===== config.mk =====
export PLATFORM = sky130hd
export DESIGN_NAME = btn_conditioner
export DESIGN_NICKNAME = d
export VERILOG_FILES = /design/src/rtl/btn_conditioner.sv
export SDC_FILE = /design/constraint.sdc
export NUM_CORES = 1
export LEC_CHECK = 0
export BUFFER_PORTS_ARGS = -buffer_cell sky130_fd_sc_hd__buf_4
export CORE_UTILIZATION = 55
export CTS_BUF_LIST = sky130_fd_sc_hd__clkbuf_2
export CTS_CLUSTER_SIZE = 12
export DETAILED_ROUTE_END_ITERATION = 8
export PLACE_DENSITY = 0.77
export SLEW_MARGIN = 20
export SYNTH_ARGS = -nofsm -noshare
export SYNTH_HDL_FRONTEND = slang
export SYNTH_SLANG_ARGS = --single-unit

===== constraint.sdc =====
create_clock -name clk -period 1.2 [get_ports clk]
set_input_delay 0.06 -clock clk [delete_from_list [all_inputs] [get_ports clk]]
set_output_delay 0.06 -clock clk [all_outputs]
set_load 0.01 [all_outputs]

===== src/rtl/btn_conditioner.sv =====
// Six-channel switch conditioner: 2-flop sync, counter debounce, rising-edge press pulse.
// Optional status outputs (level, chatter) are built only with BTN_COND_STATUS_EN defined.
module btn_conditioner #(
    parameter int unsigned  DEBOUNCE_CYCLES = 16,
    localparam int unsigned CNT_W           = $clog2(DEBOUNCE_CYCLES)
) (
    input  logic       clk,
    input  logic       reset,
    input  logic [3:0] raw_btn,
    input  logic       raw_enter,
    input  logic       raw_clear,
    output logic [3:0] btn,
    output logic       enter,
    output logic       clear
`ifdef BTN_COND_STATUS_EN
    ,
    output logic [5:0] level,
    output logic       chatter
`endif
);

    localparam int unsigned      NCH     = 6;
    localparam logic [CNT_W-1:0] CNT_MAX = CNT_W'(DEBOUNCE_CYCLES - 1);

    logic [NCH-1:0]   raw_c;
    logic [NCH-1:0]   sync1;
    logic [NCH-1:0]   sync2;
    logic [NCH-1:0]   stable;
    logic [NCH-1:0]   pulse;
    logic [CNT_W-1:0] cnt [NCH];
    logic [NCH-1:0]   differ_c;
    logic [NCH-1:0]   done_c;

    assign raw_c = {raw_clear, raw_enter, raw_btn};

    // Metastability guard: only sync2 is consumed downstream
    always_ff @(posedge clk or negedge reset) begin
        if (!reset) begin
            sync1 <= '0;
            sync2 <= '0;
        end else begin
            sync1 <= raw_c;
            sync2 <= sync1;
        end
    end

    always_comb begin
        differ_c = '0;
        done_c   = '0;
        for (int unsigned i = 0; i < NCH; i++) begin
            differ_c[i] = sync2[i] ^ stable[i];
            done_c[i]   = differ_c[i] && (cnt[i] == CNT_MAX);
        end
    end

    // A sample matching the stable level aborts any count in progress
    always_ff @(posedge clk or negedge reset) begin
        if (!reset) begin
            stable <= '0;
            pulse  <= '0;
            for (int unsigned i = 0; i < NCH; i++) begin
                cnt[i] <= '0;
            end
        end else begin
            for (int unsigned i = 0; i < NCH; i++) begin
                if (!differ_c[i] || done_c[i]) begin
                    cnt[i] <= '0;
                end else begin
                    cnt[i] <= cnt[i] + CNT_W'(1);
                end
            end
            stable <= stable ^ done_c;
            pulse  <= done_c & sync2;
        end
    end

    assign btn   = pulse[3:0];
    assign enter = pulse[4];
    assign clear = pulse[5];

`ifdef BTN_COND_STATUS_EN
    logic [NCH-1:0] abort_c;

    always_comb begin
        abort_c = '0;
        for (int unsigned i = 0; i < NCH; i++) begin
            abort_c[i] = !differ_c[i] && (cnt[i] != '0);
        end
    end

    // Sticky bounce flag, acknowledged by a clear press
    always_ff @(posedge clk or negedge reset) begin
        if (!reset) begin
            chatter <= 1'b0;
        end else if (pulse[5]) begin
            chatter <= 1'b0;
        end else if (|abort_c) begin
            chatter <= 1'b1;
        end
    end

    assign level = stable;
`endif

endmodule


# --- Word level (Yosys, flattened, before mapping) ---
# Index checks and enable logic that the tools add are counted.
# W data, S select, Z words.
totals:
  reg_bits: 48
  output_inout_bits: 6
  word_cells: 54
classes:
  n_addsub: 6
  eq_ne: 6
  muxes: 6
  n_bitwise: 8
  reduce_logical: 18
ops:
  columns: ["op", "count"]
  rows:
  - ["$add A4 B1 Y4 const B", 6]
  - ["$eq A4 B4 Y1 const B", 6]
  - ["$mux W4", 6]
  - ["$and A6 B6 Y6", 1]
  - ["$logic_and A1 B1 Y1", 6]
  - ["$logic_not A1 Y1", 6]
  - ["$logic_or A1 B1 Y1", 6]
  - ["$xor A1 B1 Y1", 6]
  - ["$xor A6 B6 Y6", 1]

# --- Depth between registers and ports, before layout ---
depth:
  depth_word: 4
  depth_mapped: 4
  ltp_nobuf: 4

# --- Worst setup path after synthesis ---
# No wires, ideal clock.
synth_timing:
  kind: "reg-to-reg"
  start: "reg cnt[8] in the netlist's numbering"
  end: "reg with a tool-made name"
  setup_time_ns: 0.125
  t_arrival_ns: 1.029
  required_time_ns: 1.075
  slack_ns: 0.047
  path_stages_with_launch: 4
  cell_sequence: "dfrtp_1 -> ha_1 -> nand3_1 -> mux2_2"
synth_rtl:
  columns: ["item", "line", "source"]
  rows:
  - ["start, declared", "30", "logic [CNT_W-1:0] cnt [NCH];"]
  - ["start signal, assigned by index", "69", "cnt[i] <= cnt[i] + CNT_W'(1);"]

==> impl_results.md <==
- Outcome: completed
- # diodes: 0
- Clk sink count: 48
- Mapped Cells: 132
- Pre-antenna DRT Iters: 4
- Maximum VDD drop: 0.788 mV
- Top cell type by total area after synthesis: dfrtp_1
- Initial core utilization: 58.0%
- CP max FO: 2
- Core area: 3050 um2
- Max Clk Rate: 853 MHz
- Commonest non-fill, non-tap cell in the layout: dfrtp_1
- Top cell type's share of synthesized area: 67.9%
- Seq/Total Area, Yosys: 67.9%
- Die height: 58.7 um
- Worst r2r path cells: 3
- CTS tree: yes
- Share of cells above drive strength 1: 25.9%
- Largest net degree at the start of global routing: 49
- Final net count: 183
- Max Cap Violations: 0
- Iter 0 DRT Violations: 28
- Syn nets: 146
- Crit-path leading delay family: flip-flops
- Die area: 3450 um2
- Hpwl dp: 1690 um
- Most frequent cells in the layout: dfrtp_1, nor2_1, buf_4, xnor2_1, nand3_1
- Unique cell type count in the Yosys netlist: 12
- DRC: 0
- Worst path bufs/invs: 0
- Layout area overhead: 21.7%
- YS warnings: 0
- Vias/cell: 4.91
- RSZ-0062 raised after global routing: yes
- Reg2Reg Setup Slack: 0.03 ns
- Tot GR Track Use: 18.4%
- Number of global-route vias before repair: 1149
- DR WL/cell: 11.9 um
- Synthesized area: 1770 um2
- Startpoint types: flip-flop
- Post-route cell area: 2150 um2
- Slew @ Worst Pin: 0.556 ns
- Critical Path AT: 1.48 ns
- Grt ovf: 0
- DP Area: 1970 um2
- Clk root buf: clkbuf_2
- Synth area leaders: dfrtp_1, xnor2_1, nor2_1
- CTS buffer count: 5
- Max Clock Skew: 0.0187 ns
- Final WL: 2550 um
- Die W: 58.7 um
- RR Startpoint: cnt[17]
- Critical-path top delay cell: dfrtp_1
- Rows: 20
- Final Critical Period: 1.17 ns
- Initial antenna violation count: 0
- Critical-path cell list: ha_2 -> nand3_1 -> mux2_2
- Post-DRT Antenna Nets: 0
- LEAKAGE: 1.02 nW
- Max Slew Vio Count: 0
- Hold Worst Slack: 0.157 ns
- Slowest Stage Delay on Critical Path: 0.44 ns
- PD cells: 1200 nW/um2
- GP Congestion: 0.701
- Critical path type: reg -> reg
- Dpl ws: 0.00219 ns
- Reg clk slew, reported paths: 0.21 ns
- First-pass GRT wire length: 4520 um
- Tcrit/Tclk final: 97.7%
- Ports: 14
- Yosys reg bits: 48
- Routed via count: 1051
- Setup-failing EPs final: 0
- # H-tree levels: 2
- Relative slew margins: 63.0%
- I/O Buffers: 13
- Worst min-delay path class: in -> async
- CP required: 1.50 ns
- Syn_area_per_cell: 13.4 um2
- Clk buf depth: 2
- Final Hold Fails: 0
- Worst setup margin: 0.0276 ns
- Worst-skew pair later-pin latency: 0.40 ns
- CP Capture Type: flip-flop
-- metal layers --
metal / track usage (%) / share of wire, % / vias to the layer above
met5: 0 / 0 / -
li1: - / - / 510
met1: 20.3 / 41 / 515
met3: 4.62 / 2.9 / 8
met4: 11.2 / 2.5 / 0
met2: 32.0 / 54 / 18
-- power by group --
part / internal, mW / total [mW] / switching [mW]
clock: 0.156 / 0.608 / 0.452
combinational: 0.121 / 0.224 / 0.103
sequential: 1.69 / 1.74 / 0.0548
-- cell type report --
| type | count | area, um2 |
|---|---|---|
| clock inverter | 1 | 3.75 |
| tap | 44 | 55.1 |
| sequential | 48 | 1200 |
| inverter | 6 | 22.5 |
| multi-input combinational | 78 | 586 |
| fill | 236 | 900 |
| timing repair buffer | 30 | 250 |
| clock buffer | 7 | 35.0 |
-- through the flow --
step                util [%]  cells  TNS [ns]  power [mW]
floorplan                  -    132         0        1.86
global placement        64.4    195         0        1.93
detailed placement      64.4    195         0        1.95
CTS                     68.3    211         0        2.58
global route            70.5    214   -0.0810        2.72
finish                  70.5    214         0        2.58
-- cell usage after synthesis (all sizes together) --
library cell,count
a31o,5
nor2,24
mux2,6
nor3b,6
dfrtp,48
nand2b,1
xor2,6
inv,6
ha,6
nand3,12
xnor2,12
-- kinds of logic after synthesis --
group                    count (synthesis)  synth area share (%)
buffers and inverters                    6                  1.27
AND/OR/NAND/NOR                         43                  11.4
XOR/XNOR                                18                  8.91
multiplexers                             6                  3.82
AO/OA/AOI/OAI                            5                  2.48
adder cells (fa/ha/maj)                  6                  4.24
flip-flops                              48                  67.9
-- worst max-delay path by stage --
stage	from	cells past startpoint	end	slack, ns
2_1_floorplan	cnt[8]	3	flip-flop	0.05
5_1_grt	cnt[17]	3	flip-flop	-0.03
3_3_place_gp	cnt[20]	3	flip-flop	0.05
6_report	cnt[17]	3	flip-flop	0.03
4_1_cts	cnt[20]	4	cnt[20]	0.002
3_5_place_dp	cnt[12]	3	flip-flop	0.002
-- timing repair --
item | CTS | global route
pin swaps | 0 | 10
hold endpoints to repair | 54 | 0
hold buffers | 7 | 0
setup buffers | 1 | 3
setup endpoints to repair | 2 | 21
resized for setup | 1 | 11
Power figures use the tool's default switching activity.
